## src/rtl/kit_pkg.sv

```systemverilog
// Shared KIT definitions: shift direction encoding and counter width helper.
package kit_pkg;

  typedef enum logic {
    SHIFT_LEFT  = 1'b0,
    SHIFT_RIGHT = 1'b1
  } shift_dir_t;

  // Bits needed to hold a count of 0..width inclusive.
  function automatic int cnt_width(input int width);
    return $clog2(width + 1);
  endfunction

endpackage

```

## src/rtl/dffe_shiftreg_sat_counter.sv

```systemverilog
// Enabled up-counter with synchronous clear that saturates at MAX; done flags cnt == MAX.
module sat_counter #(
  parameter int unsigned MAX = 8,
  parameter int          W   = $clog2(MAX + 1)
) (
  input  logic         clk,
  input  logic         clrn,
  input  logic         en,
  input  logic         clr,
  input  logic         inc,
  output logic [W-1:0] cnt,
  output logic         done
);

  localparam logic [W-1:0] MAX_C = W'(MAX);

  logic [W-1:0] cnt_q, cnt_d;

  always_comb begin
    cnt_d = cnt_q;
    if (en) begin
      if (clr)                        cnt_d = '0;
      else if (inc && cnt_q != MAX_C) cnt_d = cnt_q + 1'b1;
    end
  end

  always_ff @(posedge clk or negedge clrn) begin
    if (!clrn) cnt_q <= '0;
    else       cnt_q <= cnt_d;
  end

  // done is derived from the registered count, so it moves only with cnt.
  assign cnt  = cnt_q;
  assign done = (cnt_q == MAX_C);

endmodule

```

## src/rtl/dffe_shiftreg.sv

```systemverilog
// WIDTH-bit enabled register with sync clear/set, parallel load and
// bidirectional serial shift; counts shifts since the last load/clear/set.
module dffe_shiftreg
  import kit_pkg::*;
#(
  parameter int               WIDTH     = 8,
  parameter logic [WIDTH-1:0] RESET_VAL = '0,
  parameter logic [WIDTH-1:0] SET_VAL   = '1
) (
  input  logic                           clk,
  input  logic                           clrn,
  input  logic                           en,
  input  logic                           sclr,
  input  logic                           sset,
  input  logic                           load,
  input  logic                           shift,
  input  logic                           dir,
  input  logic [WIDTH-1:0]               data,
  input  logic                           shiftin,
  output logic [WIDTH-1:0]               q,
  output logic                           shiftout,
  output logic [cnt_width(WIDTH)-1:0]    cnt,
  output logic                           done
);

  localparam int CW = cnt_width(WIDTH);

  logic [WIDTH-1:0] q_q, q_d;
  shift_dir_t       dir_s;

  assign dir_s = shift_dir_t'(dir);

  // data is only selected when load wins, so an undriven bus cannot leak into q.
  always_comb begin
    q_d = q_q;
    if (en) begin
      if (sclr)                         q_d = '0;
      else if (sset)                    q_d = SET_VAL;
      else if (load)                    q_d = data;
      else if (shift) begin
        if (dir_s == SHIFT_RIGHT)       q_d = {shiftin, q_q[WIDTH-1:1]};
        else                            q_d = {q_q[WIDTH-2:0], shiftin};
      end
    end
  end

  always_ff @(posedge clk or negedge clrn) begin
    if (!clrn) q_q <= RESET_VAL;
    else       q_q <= q_d;
  end

  sat_counter #(
    .MAX (WIDTH),
    .W   (CW)
  ) u_cnt (
    .clk  (clk),
    .clrn (clrn),
    .en   (en),
    .clr  (sclr | sset | load),
    .inc  (shift),
    .cnt  (cnt),
    .done (done)
  );

  assign q        = q_q;
  assign shiftout = (dir_s == SHIFT_RIGHT) ? q_q[0] : q_q[WIDTH-1];

endmodule

```

## config.mk

```make
export PLATFORM = sky130hd
export DESIGN_NAME = dffe_shiftreg
export DESIGN_NICKNAME = d
export VERILOG_FILES = /design/src/rtl/kit_pkg.sv /design/src/rtl/dffe_shiftreg_sat_counter.sv /design/src/rtl/dffe_shiftreg.sv
export SDC_FILE = /design/constraint.sdc
export NUM_CORES = 1
export LEC_CHECK = 0
export BUFFER_PORTS_ARGS = -buffer_cell sky130_fd_sc_hd__buf_4
export CAP_MARGIN = 20
export CORE_MARGIN = 2
export CORE_UTILIZATION = 42
export DETAILED_ROUTE_END_ITERATION = 12
export PLACE_DENSITY_LB_ADDON = 0.2
export SYNTH_ARGS = -nofsm -noshare
export SYNTH_HDL_FRONTEND = slang
export SYNTH_HIERARCHICAL = 1
export SYNTH_SLANG_ARGS = --single-unit
```

## constraint.sdc

```tcl
create_clock -name clk -period 1.2 [get_ports clk]
set_input_delay 0.06 -clock clk [delete_from_list [all_inputs] [get_ports clk]]
set_output_delay 0.06 -clock clk [all_outputs]
set_load 0.005 [all_outputs]
```

==> metrics, run 1 <==
CTS tree=built; setup ws final=-0.0521 ns; Final setup viols=4; Max Root-Sink Buffers=2; CP endpoint=done; crit path time final=1.25 ns; Syn Inst Count=85; Max-Cap Viols=0; Synth Area per Inst=9.48 µm²; Final nets=152; Num CTS Buffers=3; clock insertion delay at the later pin of the skew report=0.29 ns; FP Rows=15; die area=2280 µm²; I/O pin count=31; RSZ-0062 raised after global routing=true; max_slew headroom=0.702; n_diodes=0; Primary FF master, synth=dfrtp_1; fillcell total=126; Synth Register Bits=12; global-route wire length before repair=3730 µm; Clk pin slew, worst setup/hold paths=0.08 ns; drt pass-1 iters=4; htree depth=1; r2r worst-path depth=5; synth unique cells=26; core area=1760 µm²; Setup crit start kind=flop; total track usage=0.239; critical path data arrival time=1.19 ns; Max FO, Critical Path=3; via-per-instance ratio=5.61; WHS=0.0230 ns; Max IR drop VDD=0.727 mV; PD cells=890 nW/µm²; clock root cell=clkbuf_4; DRC Markers=0; clock skew=0.00231 ns; antenna violations before repair=0; highest metal used=met4; CP required=1.14 ns; vias in the first global route=784; Sink Count=12; reg-to-reg endpoint=u_cnt/cnt[1]; Post-synth EDFFs=0; critical path capture point type=output pin; status=finished with violations; Mapped Nets=104; failing checks=setup timing; flop2flop setup slack=-0.02 ns; Synth Warn #=6; GRT overflow=0; Slew Viols, Final=0; Met3 Wirelength=138 µm; M1 WL=1080 µm; Slew @ Worst Pin=0.436 ns; critical path type=reg -> out; Syn-to-layout area delta=62.7%; Leak=0.598 nW; # port buffers=30; gpl congestion=0.866; largest net degree at the start of global routing=18; DR WL/cell=15.9 µm; async set-reset flop share out of synthesis=1.00; register area share after synthesis=0.373; Syn Std Cell Area=806 µm²; final hold violations=0; die width=47.8 µm; Worst Setup SP=u_cnt/cnt[1]; reg-to-reg startpoint=u_cnt/cnt[1]; Detail Placement HPWL=1530 µm; First DRT Iteration DRCs=20; routed wire length=2500 µm; setup tns final=-0.108 ns; layout cell share with drive strength beyond 1=0.530; fin crit share=1.04; met2 wire len=1250 µm; HP Class=in -> reg; Vias=881; fmax=799 MHz; Initial Util=0.457; ANT nets after route=0; die height=47.8 µm
worst max-delay path, cell delays in order, from the launching register on:
cell and delay, ns:
dfrtp_1 0.41, inv_2 0.10, ha_4 0.15, nand2_4 0.06, nor2_2 0.08, buf_4 0.11
layer usage:
metal / vias to the layer above / global-route usage
li1: 421 / -
met1: 421 / 0.336
met2: 35 / 0.349
met3: 4 / 0.0642
met4: 0 / 0.0919
met5: - / 0
layout make-up:
| cell class | count | area (µm²) | area share |
|---|---|---|---|
| Sequential cell | 12 | 302 | 0.230 |
| Multi-Input combinational cell | 63 | 553 | 0.422 |
| Clock buffer | 4 | 36.3 | 0.0277 |
| Tap cell | 25 | 31.3 | 0.0239 |
| Timing Repair Buffer | 49 | 374 | 0.285 |
| Inverter | 4 | 15.0 | 0.0115 |
sequential cells by signal (all words and copies together), names as in the netlist:
name / flops
u_cnt/cnt: 4
q: 8
cell usage in the layout (no fill, tap or decap), types with 3 or more instances in the layout:
master,n
a2111oi_1,3
a2111oi_2,3
buf_4,47
clkbuf_4,3
dfrtp_1,11
nand2_1,8
nor2_1,8
nor2b_1,8
o22ai_1,3
o41ai_1,7
per-stage QoR:
step | util | setup WS, ns | power [mW] | cells | instance area (µm²)
floorplan | - | 0.0331 | 0.584 | 85 | 806
global placement | 0.630 | 0.00897 | 0.753 | 146 | 1110
detailed placement | 0.630 | -0.0594 | 0.757 | 146 | 1110
CTS | 0.706 | -0.0713 | 1.14 | 157 | 1240
global route | 0.743 | -0.0922 | 1.22 | 157 | 1310
finish | 0.743 | -0.0521 | 1.17 | 157 | 1310
Yosys cell counts, drive strengths merged (3+ instances only):
library cell  count  share of area
o22ai             3          0.023
nor2b             9          0.070
buf               4          0.040
dfrtp            12           0.37
a2111oi           8          0.087
nor2              9          0.042
inv               4          0.019
o41ai             9           0.12
nand2             9          0.042
cells by family after synthesis:
kind of cell / share of synthesized area
AND/OR/NAND/NOR: 0.228
AO/OA/AOI/OAI: 0.284
flip-flops: 0.373
buffers and inverters: 0.0699
adder cells (fa/ha/maj): 0.0311
multiplexers: 0.0140
where the power goes:
part / internal [mW] / total, mW / switching [mW]
logic: 0.200 / 0.356 / 0.156
clock network: 0.185 / 0.341 / 0.156
registers: 0.437 / 0.470 / 0.0333
total: 0.822 / 1.17 / 0.345
how the worst min path moves through the flow:
stage | start | endpoint | slack [ns] | depth (start not counted)
after detailed placement | clrn | q[5] | -0.09 | 1
after floorplan | clrn | q[0] | -0.24 | 0
after global placement | clrn | q[5] | -0.09 | 1
final | en | u_cnt/cnt[2] | 0.02 | 2
after CTS | en | u_cnt/cnt[2] | 0.02 | 2
after global routing | en | u_cnt/cnt[2] | 0.03 | 2
what timing repair did:
item,4_1_cts,5_1_grt
buffers inserted,6,1
setup endpoints to repair,7,12
gates resized for setup,13,17
endpoints found under the hold margin,12,0
hold buffers,1,0
pin swaps,3,7
Note: power is estimated with default switching activity, not from simulation.
==> run 2, diff against run 1 <==
Settings changed: CORE_UTILIZATION 42 to 47.
Clock period 1.2 ns to 1.3 ns, I/O delays scaled along.
==> metrics, run 2 (synthesis results as in run 1) <==
die height=45.4 µm (-5.0%); Vias=856 (-2.8%); critical path capture point type=flop; max reg flops=8 (unchanged); CP required=1.44 ns (+0.30 ns); Max-Cap Viols=0 (unchanged); fillcell total=122 (-3.2%); via-per-instance ratio=6.29 (+12%); Layout Cells excl Fill=136 (-13%); total track usage=0.244 (+0.00503); max_slew headroom=0.688 (-0.0134); setup ws final=-0.00300 ns (+0.0491 ns); vias in the first global route=774 (-1.3%); clock insertion delay at the later pin of the skew report=0.28 ns (about the same); n_diodes=0 (unchanged); Detail Placement HPWL=1530 µm (unchanged); critical path type=reg -> reg; DR WL/cell=17.3 µm (+8.5%); die width=45.4 µm (-5.0%); Clk pin slew, worst setup/hold paths=0.07 ns (about the same); die area=2060 µm² (-9.8%); status=finished with violations; hold_sp=sclr; routed wire length=2350 µm (-6.0%); First DRT Iteration DRCs=23 (+15%); global-route wire length before repair=3620 µm (-2.8%); commonest non-fill, non-tap cells in the layout=35 x buf_4, 12 x dfrtp_1, 9 x nor2b_1; Slew @ Worst Pin=0.456 ns (+0.0196 ns); Syn-to-layout area delta=41.1%; PD cells=801 nW/µm² (-10%); Final setup viols=2 (-2); core area=1560 µm² (-12%); FP Rows=14 (-1); crit-path max cell delay=0.41 ns (about the same); dpl ws=0.00686 ns (+0.0663 ns); ANT nets after route=0 (unchanged); DRC Markers=0 (unchanged); gpl congestion=0.909 (+4.9%); GRT overflow=0 (unchanged); fin crit share=1.00; critical path data arrival time=1.44 ns (+0.25 ns); I/O pin count=31 (unchanged); layout cell share with drive strength beyond 1=0.417 (-0.114); Setup crit start kind=flop; largest net degree at the start of global routing=18 (unchanged); Sink Count=12 (unchanged); RSZ-0062 raised after global routing=true; reg-to-reg startpoint=u_cnt/cnt[0]; Max FO, Critical Path=3 (unchanged); drt pass-1 iters=4 (unchanged); clock skew=0.00515 ns (+0.00284 ns); commonest non-fill, non-tap cell in the layout=buf_4; HP Class=in -> reg; Worst Setup SP=u_cnt/cnt[0]; final hold violations=0 (unchanged); Initial Util=0.517 (+0.0601); antenna violations before repair=0 (unchanged); clock root cell=clkbuf_4; Slowest-stage cell, CP=dfrtp_1; failing checks=setup timing; Final nets=141 (-7.2%); worst-path cell chain=inv_2 > ha_4 > a41oi_1 > o22ai_1; fin util=0.730 (-0.0137); htree depth=1 (unchanged); Leak=0.509 nW (-15%); Num CTS Buffers=3 (unchanged); # port buffers=30 (unchanged); WHS=0.0267 ns (+0.00369 ns); placed cells=128 (-12%); crit path time final=1.30 ns; Slew Viols, Final=0 (unchanged); Max Root-Sink Buffers=2 (unchanged); fmax=767 MHz; CTS tree=built; Max IR drop VDD=0.742 mV (+2.0%); Overall Power=911 µW (-22%)
[run 2: cell count changes in the layout (fill, tap and decap cells not counted), moves of 3 or more]
cell / delta
a2111oi_1: -3
a2111oi_2: -3
a2111oi_0: +7
buf_4: -12
[run 2: worst paths after layout]
| check | to | slack, ns | cells past startpoint |
|---|---|---|---|
| min reg2reg | q[3] | 0.54 | 2 |
| min | q[6] | 0.03 | 2 |
| min in group asynchronous | u_cnt/cnt[2] | 0.17 | 2 |
| max | u_cnt/cnt[1] | -0.003 | 4 |
| max reg2reg | u_cnt/cnt[1] | -0.003 | 4 |
| max in group asynchronous | q[3] | 0.97 | 2 |
[run 2: final cells by class]
| type | instances | area, µm² | area share |
|---|---|---|---|
| Timing Repair Buffer | 38 | 295 | 0.260 |
| Clock buffer | 3 | 22.5 | 0.0198 |
| Multi-Input combinational cell | 63 | 484 | 0.426 |
| Tap cell | 16 | 20.0 | 0.0176 |
| Inverter | 4 | 15.0 | 0.0132 |
| Sequential cell | 12 | 300 | 0.264 |
[run 2: routing by layer]
layer	GRT usage	vias to the layer above	wire length [µm]
li1	-	401	-
met4	0.106	0	50
met1	0.363	396	1050
met3	0.0238	6	167
met5	0	-	0
met2	0.358	53	1080
[run 2: timing repair]
item | 4_1_cts | 5_1_grt
pin swaps | 1 | 6
hold endpoints to repair | 12 | 0
resized for setup | 2 | 10
setup endpoints to repair | 3 | 4
gates cloned | 0 | 0
hold buffers | 1 | 0
setup buffers | 3 | 1
[run 2: worst max-delay path: cells and delay by family (launching register included)]
| kind | cells | cell delay [ns] |
|---|---|---|
| buffers and inverters | 1 | 0.08 |
| flip-flops | 1 | 0.41 |
| adder cells (fa/ha/maj) | 1 | 0.18 |
| AO/OA/AOI/OAI | 2 | 0.50 |
[run 2: per-stage QoR]
step                cell area [µm²]  setup TNS [ns]
CTS                            1090         -0.0139
global route                   1140         -0.0493
global placement               1030         -0.0110
finish                         1140        -0.00485
detailed placement             1030               0
floorplan                       806               0
[run 2: where the power goes]
| group | switching (mW) | internal (mW) |
|---|---|---|
| Sequential | 0.0327 | 0.403 |
| Clock | 0.121 | 0.107 |
| Combinational | 0.113 | 0.134 |
| Total | 0.267 | 0.645 |
==> run 3, diff against run 2 <==
Settings changed: CORE_MARGIN 2 to 4.
==> metrics, run 3 (synthesis results as in run 1) <==
clock root cell=clkbuf_4; Num CTS Buffers=3 (unchanged); commonest non-fill, non-tap cell in the layout=buf_4; Initial Util=0.517 (unchanged); DR WL/cell=18.9 µm (+9.7%); worst-path cell chain=inv_2 > ha_4 > nand2_4 > o21ai_0 > o22ai_1; critical path's top delay family=compound AO/OA/AOI/OAI gates; ANT nets after route=0 (unchanged); via-per-instance ratio=6.26 (-0.53%); Vias=864 (+0.93%); placed cells=128 (unchanged); DRC Markers=0 (unchanged); clock insertion delay at the later pin of the skew report=0.28 ns (about the same); final hold violations=0 (unchanged); htree depth=1 (unchanged); Max IR drop VDD=0.797 mV (+7.5%); Slew Viols, Final=0 (unchanged); Max Root-Sink Buffers=2 (unchanged); HP Class=in -> reg; crit path time final=1.35 ns (+0.0476 ns); Post-Layout Inst Area=1150 µm² (+0.88%); largest net degree at the start of global routing=18 (unchanged); critical path capture point type=flop; total track usage=0.220 (-0.0246); fmax=740 MHz (-3.5%); Clk pin slew, worst setup/hold paths=0.08 ns (about the same); CP Buf/Inv Count=1 (unchanged); commonest non-fill, non-tap cells in the layout=37 x buf_4, 12 x dfrtp_1, 9 x nor2b_1; layout cell share with drive strength beyond 1=0.426 (+0.00956); max_slew headroom=0.710 (+0.0221); RSZ-0062 raised after global routing=true; CP required=1.44 ns (about the same); global-route wire length before repair=4190 µm (+16%); # port buffers=30 (unchanged); Detail Placement HPWL=1580 µm (+2.8%); GRT overflow=0 (unchanged); drt pass-1 iters=4 (unchanged); Max FO, Critical Path=3 (unchanged); area post-placement=1030 µm² (unchanged); Layout Cells excl Fill=138 (+1.5%); PD cells=864 nW/µm² (+7.8%); Sink Count=12 (unchanged); Final setup viols=2 (unchanged); CTS tree=built; failing checks=setup timing; fin crit share=1.04 (+0.0366); Slew @ Worst Pin=0.424 ns (-0.0323 ns); gpl congestion=0.819 (-9.9%); FP Rows=14 (unchanged); n_diodes=0 (unchanged); die area=2440 µm² (+18%); First DRT Iteration DRCs=27 (+17%); max reg flops=8 (unchanged); setup tns final=-0.0624 ns (-0.0576 ns); Slowest-stage cell, CP=dfrtp_1; Syn-to-layout area delta=42.4%; antenna violations before repair=0 (unchanged); Final nets=142 (+0.71%); routed wire length=2610 µm (+11%); status=finished with violations; clock skew=0.00489 ns (-0.000256 ns); critical path data arrival time=1.49 ns (+0.05 ns); die height=49.4 µm (+8.8%); critical path type=reg -> reg; core area=1560 µm² (unchanged); Leak=0.521 nW (+2.3%); die width=49.4 µm (+8.8%); I/O pin count=31 (unchanged); Max-Cap Viols=0 (unchanged); crit-path max cell delay=0.43 ns (+0.02 ns); setup ws final=-0.0506 ns (-0.0476 ns); vias in the first global route=865 (+12%); Setup crit start kind=flop
[run 3: repair_timing]
item                       4_1_cts  5_1_grt
buffers inserted                 3        2
gates resized for setup          5        6
setup endpoints to repair        1        7
hold buffers                     1        0
pin swaps                        3        5
hold endpoints to repair        12        0
[run 3: area by class of cell]
cell class	count	area, µm²
fill	126	412
timing repair buffer	39	299
multi-input combinational	63	477
tap	16	20.0
clock buffer	4	36.3
inverter	4	15.0
sequential	12	300
[run 3: worst reg2reg max path, stage by stage, from the launching register on]
cell,delay (ns)
dfrtp_1,0.43
inv_2,0.10
ha_4,0.15
nand2_4,0.06
o21ai_0,0.29
o22ai_1,0.17
[run 3: through the flow]
stage / total power, mW / hold WS, ns / utilization / worst slack, ns
after floorplan: 0.539 / -0.231 / - / 0.133
after global placement: 0.663 / -0.0831 / 0.662 / 0.0934
after detailed placement: 0.669 / -0.0820 / 0.662 / 0.0542
after CTS: 0.984 / 0.0457 / 0.716 / -0.00713
after global routing: 1.05 / 0.0565 / 0.736 / -0.109
final: 0.991 / 0.0558 / 0.736 / -0.0506
[run 3: worst paths after layout]
kind	from	endpoint	slack, ns	cells past startpoint
worst max-delay path	u_cnt/cnt[1]	u_cnt/cnt[0]	-0.05	5
worst min-delay path	en	u_cnt/cnt[2]	0.06	2
worst max register to register	u_cnt/cnt[1]	u_cnt/cnt[0]	-0.05	5
worst min register to register	q[1]	q[1]	0.54	2
max in group asynchronous	clrn	q[3]	0.98	2
min in group asynchronous	clrn	u_cnt/cnt[2]	0.16	2
[run 3: power breakdown]
group | internal, mW | switching (mW)
clock | 0.170 | 0.135
sequential | 0.403 | 0.0325
combinational | 0.135 | 0.115
total | 0.708 | 0.282
[run 3: per-layer routing]
metal / track usage / share of wire / vias to the layer above
met5: 0 / 0 / -
li1: - / - / 399
met1: 0.282 / 0.39 / 395
met4: 0.0876 / 0.053 / 0
met2: 0.368 / 0.47 / 53
met3: 0.0306 / 0.088 / 17
